## src/rtl/store_write_buffer.sv

```systemverilog
// Write-through store buffer: queues D-cache stores in a circular FIFO, drains them
// to memory over a req/ack handshake and offers a youngest-match lookup for read misses.
module store_write_buffer #(
    parameter int DEPTH = 4,
    parameter int AW    = 16,
    parameter int DW    = 16
) (
    input  logic                     clk,
    input  logic                     rst,
    input  logic                     push,
    input  logic [AW-1:0]            push_addr,
    input  logic [DW-1:0]            push_data,
    output logic                     full,
    output logic                     empty,
    output logic                     mem_req,
    output logic [AW-1:0]            mem_addr,
    output logic [DW-1:0]            mem_data,
    input  logic                     mem_ack,
    input  logic [AW-1:0]            lookup_addr,
    output logic                     lookup_hit,
    output logic [DW-1:0]            lookup_data,
    output logic [$clog2(DEPTH):0]   count
);

    localparam int PW = $clog2(DEPTH);
    localparam int CW = PW + 1;

    typedef enum logic [1:0] {IDLE, BUSY, GAP} state_t;

    state_t          state_q, state_d;
    logic [PW-1:0]   head_q, head_d;
    logic [PW-1:0]   tail_q, tail_d;
    logic [CW-1:0]   count_q, count_d;

    logic [AW-1:0]   addr_q [DEPTH];
    logic [DW-1:0]   data_q [DEPTH];

    logic            pop;
    logic            push_ok;
    logic            unused_lookup_lsb;

    assign unused_lookup_lsb = lookup_addr[0];

    assign full    = (count_q == CW'(DEPTH));
    assign empty   = (count_q == '0);
    assign count   = count_q;
    assign mem_req = (state_q == BUSY);

    // A full buffer can still accept a store when the head retires in the same cycle.
    assign pop     = (state_q == BUSY) && mem_ack;
    assign push_ok = push && (!full || pop);

    assign mem_addr = empty ? '0 : addr_q[head_q];
    assign mem_data = empty ? '0 : data_q[head_q];

    always_comb begin
        head_d  = head_q;
        tail_d  = tail_q;
        count_d = count_q;
        state_d = state_q;

        if (pop) begin
            head_d = head_q + PW'(1);
        end
        if (push_ok) begin
            tail_d = tail_q + PW'(1);
        end
        if (push_ok && !pop) begin
            count_d = count_q + CW'(1);
        end else if (pop && !push_ok) begin
            count_d = count_q - CW'(1);
        end

        // GAP re-evaluates on the post-edge count so a push during GAP is never stranded.
        unique case (state_q)
            IDLE: if (count_d != '0) state_d = BUSY;
            BUSY: if (mem_ack)       state_d = GAP;
            GAP:  state_d = (count_d != '0) ? BUSY : IDLE;
            default: state_d = IDLE;
        endcase
    end

    always_ff @(posedge clk or negedge rst) begin
        if (!rst) begin
            state_q <= IDLE;
            head_q  <= '0;
            tail_q  <= '0;
            count_q <= '0;
        end else begin
            state_q <= state_d;
            head_q  <= head_d;
            tail_q  <= tail_d;
            count_q <= count_d;
        end
    end

    always_ff @(posedge clk) begin
        if (push_ok) begin
            addr_q[tail_q] <= push_addr;
            data_q[tail_q] <= push_data;
        end
    end

    // Walk oldest to youngest so the last match seen is the youngest one.
    always_comb begin
        logic [PW-1:0] idx;
        lookup_hit  = 1'b0;
        lookup_data = '0;
        idx         = '0;
        for (int k = 0; k < DEPTH; k++) begin
            idx = head_q + PW'(k);
            if ((CW'(k) < count_q) && (addr_q[idx][AW-1:1] == lookup_addr[AW-1:1])) begin
                lookup_hit  = 1'b1;
                lookup_data = data_q[idx];
            end
        end
    end

endmodule

```

## config.mk

```make
export PLATFORM = sky130hd
export DESIGN_NAME = store_write_buffer
export DESIGN_NICKNAME = d
export VERILOG_FILES = /design/src/rtl/store_write_buffer.sv
export SDC_FILE = /design/constraint.sdc
export NUM_CORES = 1
export LEC_CHECK = 0
export ABC_AREA = 1
export CELL_PAD_IN_SITES_DETAIL_PLACEMENT = 0
export CELL_PAD_IN_SITES_GLOBAL_PLACEMENT = 1
export CORE_ASPECT_RATIO = 1.4
export CORE_MARGIN = 5
export CORE_UTILIZATION = 40
export CTS_CLUSTER_SIZE = 16
export DETAILED_ROUTE_END_ITERATION = 10
export PLACE_DENSITY = 0.84
export RECOVER_POWER = 100
export SETUP_SLACK_MARGIN = 0.4
export SLEW_MARGIN = 20
export SYNTH_ARGS = -nofsm -noshare
export SYNTH_HDL_FRONTEND = slang
export SYNTH_SLANG_ARGS = --single-unit
export TNS_END_PERCENT = 100
```

## constraint.sdc

```tcl
create_clock -name clk -period 6.2 [get_ports clk]
set_clock_uncertainty 0.2 [all_clocks]
set_input_delay 1.24 -clock clk [delete_from_list [all_inputs] [get_ports clk]]
set_output_delay 1.24 -clock clk [all_outputs]
set_load 0.02 [all_outputs]
```

==> results of run 1 <==
[report_power, final]
part           switching (W)  internal, W  total [W]
clock network       0.000415     0.000593    0.00101
logic                0.00228      0.00107    0.00335
registers           0.000124      0.00124    0.00137
total                0.00282      0.00291    0.00573
[critical path, cell delays in order]
cell             delay, ns
clkdlybuf4s50_1       0.60
inv_1                 0.13
nand3_1               0.10
nand2_1               0.09
nor2_1                0.11
nand2_1               0.07
nor2_2                0.50
nand2_2               0.43
nand2_1               0.17
nand2_1               0.06
nand2_1               0.05
nand2_1               0.08
clkdlybuf4s50_1       0.55
[per-layer routing]
metal,wire length [µm],vias up,share of wire
li1,-,4554,-
met1,11100,4020,0.39
met2,15180,205,0.54
met3,1201,43,0.043
met4,625,2,0.022
met5,7,-,0.00025
[logic make-up (layout without fill, tap and decap cells)]
kind of cell | after synthesis | after routing | share of synthesized area
buffers and inverters | 171 | 260 | 0.08169
AO/OA/AOI/OAI | 104 | 104 | 0.05552
adder cells (fa/ha/maj) | 8 | 8 | 0.01058
AND/OR/NAND/NOR | 933 | 933 | 0.3934
other | 0 | 1 | 0
XOR/XNOR | 13 | 13 | 0.01203
multiplexers | 16 | 16 | 0.01692
flip-flops | 137 | 137 | 0.4299
[area by class of cell]
class                   count  area share
multi-input cells        1074      0.4106
well taps                 306     0.03402
clock buffers              18     0.03813
clock inverters            14     0.01323
flip-flops and latches    137      0.3620
inverters                 104     0.03491
diodes                      1   0.0002223
repair buffers            124      0.1069
[worst paths after layout]
check | to | cells past startpoint | from
worst max-delay path | lookup_data[0] | 13 | lookup_addr[1]
worst min-delay path | state_q[0] | 1 | state_q[0]
worst max register to register | data_q[3][6] | 8 | count[0]
worst min register to register | state_q[0] | 1 | state_q[0]
max in group asynchronous | head_q[0] | 1 | rst
min in group asynchronous | tail_q[0] | 1 | rst
[state kept, by name, summed over array words and instances, names as in the netlist]
signal   count
tail_q       2
addr_q      64
state_q      2
data_q      64
head_q       2
count        3
[Yosys cell counts (9+ instances only)]
master    instances
inv_1           101
o21ai_0          93
buf_6             9
nand3_1         132
nor2_1           94
mux2i_1          16
xor2_1           13
clkbuf_1         21
edfxtp_1        128
nand2_1         694
buf_2            24
buf_4             9
dfrtp_1           9
[stage by stage]
stage / power [W] / util / hold slack [ns]
6_report: 0.005727 / 0.4833 / 0.2698
5_1_grt: 0.006252 / 0.4833 / 0.2923
4_1_cts: 0.005874 / 0.4856 / 0.2734
3_5_place_dp: 0.004860 / 0.4606 / 0.2614
3_3_place_gp: 0.004832 / 0.4606 / 0.2588
2_1_floorplan: 0.003745 / - / 0.2379
[repair_timing]
item                                   CTS  global route
setup endpoints to repair                1            16
resized for setup                        1             2
endpoints found under the hold margin    0             0
==> results.tsv, run 1 <==
stage	metric	value	unit
worst_setup_path	r2r_slack	1.46	ns
finish	final_cell_mix	nand2_1 (693), nand3_1 (132), edfxtp_1 (128), inv_1 (101), nor2_1 (94)	
synthesis	yosys_warnings	0	
worst_setup_path	cp_data_required_time	4.76	ns
worst_setup_path	crit_path_start_kind	input port	
floorplanning	start_util	0.4065	
route	antenna_left	0	
worst_setup_path	critPathMaxFanout	17	
synthesis	syn_nets	1442	
timing	rsz0062_at_grt	false	
finish	nFillCells	2386	
floorplanning	rows	66	
synthesis	synthCells	1382	
power_and_ir_drop	pwr_density_cell	508.8	mW/mm²
grt	grt_antenna_before_repair	2	
flow_run	maxCapViolCount	4	
cts	postCtsSetupBuffers	0	
cts	hold_buffers	0	
grt	grt_pass1_wl	44.55	mm
synthesis	synth-edff-count	128	
grt	met1_usage	0.2407	
finish	fin_area	0.01125	mm²
finish	final_nets	1518	
worst_setup_path	critPathKind	input port to output pin	
place	port_buffers	105	
worst_setup_path	cp.arrival	4.19	ns
route	wl	28.11	mm
timing	period_minus_slack	5.633	ns
timing	fmax	0.1775	GHz
finish	area_delta_synth_final	18.90	%
place	dp_slack	0.7401	ns
grt	grtUsageMet2	0.4026	
route	drt-vias-per-instance	4.963	
finish	drive_gt1_frac	0.04079	
timing	tightest_slew	2.558	ns
synthesis	async_flop_share	0.06569	
finish	stdcell_count	1778	
place	place_congestion	0.8500	
timing	layout_setup_ws	0.5668	ns
timing	tns	0	ns
place	place_inst	1745	
floorplanning	core	0.02329	mm²
place	dp_hpwl	19.57	mm
timing	setup_viol	0	
synthesis	syn_avg_cell_area	6.849	µm²
place	postPlaceCellArea	0.01073	mm²
synthesis	ys_ff_latch	137	
route	drt-wirelength-per-cell	15.81	µm
power_and_ir_drop	leakagePower	5.317	nW
run_status	violations	max-capacitance violations, max-slew violations	
cts	clock_path_buffers	2	
floorplanning	fp.dieH	192.0	µm
grt	overflow	0	
grt	use_met3	0.03337	
timing	period_share	0.9086	
finish	multi_input_area	0.004621	mm²
cts	clkLatencyLatePin	0.42	ns
synthesis	synth_area_leaders	edfxtp_1 (41%), nand2_1 (28%), nand3_1 (7.0%), o21ai_0 (4.9%), inv_1 (4.0%)	
route	dr.pass1.iters	5	
route	drtIter0Drc	588	
cts	htreeDepth	4	
floorplanning	io_pins	107	
synthesis	synth.top_cell.area_share	0.4061	
floorplanning	die_area	0.02688	mm²
grt	grt-busiest-layer	met2	
grt	grt_max_degree	96	
cts	clock-root-buffer	clkbuf_16	
cts	cts_sinks	137	
cts	path_clk_slew	0.06	ns
synthesis	yosysSeqAreaShare	0.4299	
cts	cts_buffers	17	
synthesis	yosys_most_used_dff	edfxtp_1	
worst_hold_path	hold_class	flop to flop	
finish	ff_latch_area	0.004074	mm²
grt	gr-usage-all-layers	0.2119	
synthesis	netlist_area	0.009465	mm²
grt	first_global_vias	8491	
synthesis	yosys.area.top_type	edfxtp_1	
floorplanning	die_x	140.0	µm
route	vias	8824	
timing	hold_viol_final	0	
route	drc	0	
worst_setup_path	cp-end-kind	output pin	
synthesis	synth_cell_types	26	
finish	layout_commonest_cell	nand2_1	
cts	cts_tree	built	
timing	slew_headroom	-0.7118	
power_and_ir_drop	ir_worst_vdd	0.2638	mV
timing	final_max_slew_viol_count	90	
run_status	status	finished, violations left	
No activity file was read; power rests on OpenSTA's default activity.
==> run 2: changes to the inputs <==
CORE_UTILIZATION = 44   (was 40)
PLACE_DENSITY = 0.91   (was 0.84)
==> results.tsv, run 2 (synthesized netlist as in run 1, its figures left out) <==
stage	metric	value	unit	change
run_status	status	finished, violations left		
run_status	violations	max-capacitance violations, max-slew violations		
route	wl	27.62	mm	-1.7%
worst_setup_path	reg2reg_to	addr_q[3][12]		
power_and_ir_drop	pwr-share-comb	0.582		-0.004
grt	first_global_vias	8525		+0.40%
timing	period_share	0.9045		-0.004070
floorplanning	start_util	0.4464		+0.03993
place	dp_slack	0.6885	ns	-0.05160 ns
route	drt-vias-per-instance	5.127		+3.3%
worst_setup_path	crit_start	mem_ack		
power_and_ir_drop	netSwitchingPower	0.002845	W	+0.90%
cts	cts_tree	built		
finish	fin_util	0.5323		+0.04902
worst_setup_path	max_stage_delay	2.01	ns	+1.41 ns
route	drc	0		unchanged
finish	nFillCells	2050		-14%
worst_setup_path	r2r_slack	1.32	ns	-0.14 ns
cts	cts_buffers	17		unchanged
place	port_buffers	105		unchanged
grt	gr-usage-all-layers	0.2236		+0.01168
route	vias	8896		+0.82%
timing	tns	0	ns	unchanged
finish	multi_input_area	0.004653	mm²	+0.70%
timing	tightest_slew	2.704	ns	+0.1454 ns
power_and_ir_drop	clkPwrFrac	0.180		+0.004
power_and_ir_drop	internal-power	0.002971	W	+2.2%
route	drtIter0Drc	568		-3.4%
timing	period_minus_slack	5.608	ns	-0.02523 ns
worst_setup_path	critPathKind	input port to flop		
cts	clock_path_buffers	2		unchanged
worst_setup_path	critPathBufInv	3		unchanged
place	dp_hpwl	19.04	mm	-2.7%
worst_hold_path	hold_class	flop to flop		
timing	setup_viol	0		unchanged
worst_setup_path	cp-end-kind	flop		
cts	clock-root-buffer	clkbuf_16		
finish	layout_commonest_cell	nand2_1		
finish	area_delta_synth_final	19.25	%	
worst_setup_path	cp.depth	6		-7
floorplanning	die_area	0.02459	mm²	-8.5%
cts	hold_buffers	0		unchanged
cts	path_clk_slew	0.06	ns	about the same
route	drt-wirelength-per-cell	15.92	µm	+0.70%
floorplanning	fp.dieH	183.5	µm	-4.4%
power_and_ir_drop	ir_worst_vdd	0.2747	mV	+4.1%
timing	slew_headroom	-0.8091		-0.09731
worst_setup_path	cp.arrival	5.45	ns	+1.26 ns
cts	cts_sinks	137		unchanged
finish	drive_gt1_frac	0.04345		+0.002660
floorplanning	rows	63		-4.5%
timing	rsz0062_at_grt	false		
finish	final_cell_mix	nand2_1 (693), nand3_1 (132), edfxtp_1 (128), inv_1 (101), nor2_1 (94)		
flow_run	maxCapViolCount	4		unchanged
grt	grt_max_degree	88		-8.3%
worst_setup_path	r2r_start	count[0]		
finish	stdcell_count	1735		-2.4%
worst_setup_path	path_delay_family	simple AND/OR/NAND/NOR gates		
place	place_congestion	0.9042		+6.4%
worst_setup_path	r2r.worst_path.cells	8		unchanged
floorplanning	io_pins	107		unchanged
floorplanning	die_x	134.0	µm	-4.3%
cts	htreeDepth	4		unchanged
finish	ff_latch_area	0.004074	mm²	unchanged
worst_setup_path	cp_slowest_cell	nor2_1		
route	dr.pass1.iters	8		+3
power_and_ir_drop	pwr_density_cell	515.3	mW/mm²	+1.3%
worst_setup_path	cp_data_required_time	6.05	ns	+1.29 ns
worst_setup_path	path_cells	dlygate4sd3_1, nand2_1, a21oi_1, inv_1, nor2_1, clkbuf_1		
power_and_ir_drop	switching_share	0.4892		-0.003245
worst_setup_path	crit_path_start_kind	input port		
route	antenna_left	0		unchanged
power_and_ir_drop	leakagePower	5.425	nW	+2.0%
timing	layout_setup_ws	0.5921	ns	+0.02523 ns
power_and_ir_drop	seq_power_share	0.238		about the same
worst_setup_path	critPathMaxFanout	22		+5
cts	clkLatencyLatePin	0.42	ns	about the same
finish	final_nets	1520		+0.13%
timing	hold_viol_final	0		unchanged
grt	grt_pass1_wl	43.15	mm	-3.2%
grt	overflow	0		unchanged
floorplanning	core	0.02120	mm²	-8.9%
worst_setup_path	crit_end	addr_q[3][12]		
timing	fmax	0.1783	GHz	+0.45%
timing	final_max_slew_viol_count	86		-4.4%
place	place_inst	1696		-2.8%
grt	grt_antenna_before_repair	4		+2
run 2: per-stage QoR:
step / power (W) / hold WS, ns / instance area (µm²)
after floorplan: 0.003745 / 0.2379 / 9465
after global placement: 0.004795 / 0.2590 / 10630
after detailed placement: 0.004829 / 0.2734 / 10630
after CTS: 0.005887 / 0.2853 / 11260
after global routing: 0.006300 / 0.2870 / 11290
final: 0.005817 / 0.2812 / 11290
run 2: worst min-delay path by stage:
| stage | from | end | slack [ns] | cells past startpoint |
|---|---|---|---|---|
| 5_1_grt | state_q[0] | state_q[0] | 0.29 | 1 |
| 3_3_place_gp | state_q[0] | state_q[0] | 0.26 | 1 |
| 4_1_cts | state_q[0] | state_q[0] | 0.29 | 1 |
| 3_5_place_dp | state_q[0] | state_q[0] | 0.27 | 1 |
| 6_report | state_q[0] | state_q[0] | 0.28 | 1 |
| 2_1_floorplan | state_q[0] | state_q[0] | 0.24 | 1 |
run 2: layout make-up:
cell class | count | share of cell area
multi-input combinational | 1074 | 0.4123
sequential | 137 | 0.3609
inverter | 104 | 0.03503
clock buffer | 19 | 0.03924
antenna | 2 | 0.0004434
tap | 260 | 0.02882
timing repair buffer | 126 | 0.1082
clock inverter | 13 | 0.01508
run 2: metal layers:
layer	global-route usage	vias to the layer above	part of all wire
li1	-	4555	-
met3	0.03697	62	0.046
met4	0.09551	4	0.033
met2	0.4175	230	0.52
met1	0.2493	4045	0.40
met5	0	-	0.00094
run 2: power by group through the flow:
| stage | clock network [W] | logic (W) | registers [W] |
|---|---|---|---|
| after global placement | 0 | 0.00339 | 0.00141 |
| after floorplan | 0 | 0.00240 | 0.00134 |
| after CTS | 0.00105 | 0.00344 | 0.00140 |
| after global routing | 0.00110 | 0.00379 | 0.00141 |
| after detailed placement | 0 | 0.00341 | 0.00142 |
| final | 0.00105 | 0.00338 | 0.00139 |
run 2: repair_timing:
| item | CTS | global route |
|---|---|---|
| endpoints found under the setup margin | 17 | 17 |
| resized for setup | 3 | 7 |
| buffers inserted | 0 | 5 |
| pin swaps | 0 | 2 |
==> run 3: changes to the inputs <==
--- a/config.mk
+++ b/config.mk
@@ -11,8 +11,8 @@
 export CORE_ASPECT_RATIO = 1.4
 export CORE_MARGIN = 5
-export CORE_UTILIZATION = 44
+export CORE_UTILIZATION = 41
 export CTS_CLUSTER_SIZE = 16
 export DETAILED_ROUTE_END_ITERATION = 10
-export PLACE_DENSITY = 0.91
+export PLACE_DENSITY = 0.86
 export RECOVER_POWER = 100
 export SETUP_SLACK_MARGIN = 0.4
==> constraint.sdc (replaced) <==
create_clock -name clk -period 5.6 [get_ports clk]
set_clock_uncertainty 0.2 [all_clocks]
set_input_delay 0.56 -clock clk [delete_from_list [all_inputs] [get_ports clk]]
set_output_delay 0.56 -clock clk [all_outputs]
set_load 0.02 [all_outputs]
==> results.tsv, run 3 (synthesized netlist as in run 1, its figures left out) <==
stage	metric	value	unit	change
grt	first_global_vias	8600		+0.88%
cts	post_cts_resized	0		-3
worst_setup_path	critPathBufInv	3		unchanged
cts	cts_buffers	17		unchanged
grt	use_met3	0.03923		+0.002260
grt	grt_max_degree	95		+8.0%
worst_setup_path	cp_slowest_cell	clkdlybuf4s50_1		
floorplanning	die_area	0.02627	mm²	+6.8%
run_status	violations	max-capacitance violations, max-slew violations		
worst_hold_path	holdPathStages	1		unchanged
finish	drive_gt1_frac	0.03880		-0.004647
timing	period_share	0.9070		
grt	gr-usage-all-layers	0.2148		-0.008779
cts	hold_buffers	0		unchanged
grt	grt-busiest-layer	met2		
route	drtIter0Drc	601		+5.8%
route	vias	8899		+0.034%
cts	path_clk_slew	0.06	ns	about the same
timing	hold_ws	0.2755	ns	-0.005646 ns
timing	hold_viol_final	0		unchanged
place	port_buffers	105		unchanged
timing	final_max_slew_viol_count	98		+14%
worst_setup_path	r2r.worst_path.cells	8		unchanged
finish	fin_area	0.01123	mm²	-0.50%
cts	postCtsSetupBuffers	0		unchanged
worst_hold_path	hold_class	flop to flop		
finish	final_nets	1516		-0.26%
finish	layout_commonest_cell	nand2_1		
worst_setup_path	max_stage_delay	0.55	ns	-1.46 ns
cts	cts_sinks	137		unchanged
worst_setup_path	critPathKind	flop to output pin		
place	place_congestion	0.8595		-4.9%
floorplanning	io_pins	107		unchanged
worst_setup_path	critPathMaxFanout	94		+330%
timing	period_minus_slack	5.079	ns	
worst_hold_path	min_to	state_q[0]		
floorplanning	die_x	138.4	µm	+3.3%
route	drt-vias-per-instance	5.025		-2.0%
worst_setup_path	r2r_slack	0.84	ns	-0.48 ns
worst_setup_path	path_cells	inv_1, buf_12, nand2_1, nand2_1, nand2_1, nand3_1, nand2_1, nor2_1, nand2_1, nor2_4, nand2_4, nand2_1, nand2_1, nand2_1, nand2_1, clkdlybuf4s50_1		
grt	overflow	0		unchanged
timing	setup_viol	0		unchanged
timing	slew_headroom	-0.5768		+0.2323
timing	tns	0	ns	unchanged
worst_setup_path	cp-end-kind	output pin		
floorplanning	fp.dieH	189.8	µm	+3.4%
worst_setup_path	reg2reg_to	addr_q[3][15]		
worst_setup_path	cpMostUsedCell	nand2_1		
grt	met1_usage	0.2502		+0.0008962
floorplanning	core	0.02269	mm²	+7.0%
worst_setup_path	crit_path_start_kind	flop		
cts	clkLatencyLatePin	0.42	ns	about the same
run_status	status	finished, violations left		
worst_setup_path	path_delay_family	simple AND/OR/NAND/NOR gates		
worst_setup_path	r2r_start	count[0]		
place	postPlaceCellArea	0.01070	mm²	+0.60%
route	drt-wirelength-per-cell	15.69	µm	-1.5%
flow_run	maxCapViolCount	5		+1
cts	cts_tree	built		
grt	grt_pass1_wl	44.57	mm	+3.3%
grt	grtUsageMet2	0.3880		-0.02956
timing	tightest_slew	2.357	ns	-0.3471 ns
route	dr.pass1.iters	5		-3
timing	fmax	0.1969	GHz	
power_and_ir_drop	leakagePower	5.337	nW	-1.6%
finish	area_delta_synth_final	18.65	%	
place	dp_hpwl	19.24	mm	+1.1%
floorplanning	start_util	0.4171		-0.02924
cts	clock_path_buffers	2		unchanged
route	antenna_left	0		unchanged
finish	final_cell_mix	nand2_1 (693), nand3_1 (132), edfxtp_1 (128), inv_1 (102), nor2_1 (94)		
cts	clock-root-buffer	clkbuf_16		
worst_hold_path	worstHoldStart	state_q[0]		
power_and_ir_drop	ir_worst_vdd	0.3252	mV	+18%
worst_setup_path	cp.arrival	4.32	ns	-1.13 ns
route	wl	27.79	mm	+0.59%
cts	htreeDepth	4		unchanged
power_and_ir_drop	pwr_density_cell	563.9	mW/mm²	+9.4%
grt	grt_antenna_before_repair	2		-2
worst_setup_path	cp_data_required_time	4.84	ns	-1.21 ns
floorplanning	rows	65		+3.2%
route	drc	0		unchanged
timing	rsz0062_at_grt	false		
-- run 3: changes by cell type in the layout (fill, tap and decap cells not counted), sizes merged --
cell           change
clkdlybuf4s50     +12
dlygate4sd3       -12
buf                -3
clkinv             +3
clkbuf             -2
clkinvlp           -1
diode              -1
inv                -1
-- run 3: layout make-up --
type	instances	area (µm²)
inverter	104	390.4
fill	2288	11460
tap	301	376.6
clock buffer	18	429.2
timing repair buffer	122	1172
clock inverter	14	155.1
antenna	1	2.502
multi-input combinational	1074	4631
sequential	137	4074
-- run 3: worst max-delay path by stage --
stage | start | end | slack (ns) | depth (start not counted)
5_1_grt | head_q[0] | lookup_data[5] | 0.22 | 15
3_5_place_dp | head_q[0] | lookup_data[15] | 1.11 | 15
3_3_place_gp | head_q[0] | lookup_data[15] | 1.12 | 15
2_1_floorplan | count[0] | addr_q[0][0] | 2.08 | 7
4_1_cts | head_q[0] | lookup_data[15] | 0.64 | 15
6_report | head_q[0] | lookup_data[15] | 0.52 | 16
-- run 3: per-stage QoR --
stage	util	worst slack, ns	power, W	instances
final	0.4950	0.5207	0.006333	1771
after global routing	0.4948	0.2198	0.006906	1770
after CTS	0.4971	0.6359	0.006497	1770
after detailed placement	0.4714	1.109	0.005368	1738
after global placement	0.4711	1.123	0.005333	1738
after floorplan	-	2.077	0.004146	1382
-- run 3: routing by layer --
layer / routed length [µm] / vias up
li1: - / 4550
met1: 11400 / 4064
met2: 14140 / 232
met3: 1306 / 51
met4: 937 / 2
met5: 7 / -
-- run 3: power breakdown --
group | leakage (nW) | switching (W) | internal, W
logic | 3.78 | 0.00257 | 0.00117
registers | 1.28 | 0.000109 | 0.00137
clock network | 0.285 | 0.000419 | 0.000694
total | 5.34 | 0.00310 | 0.00324
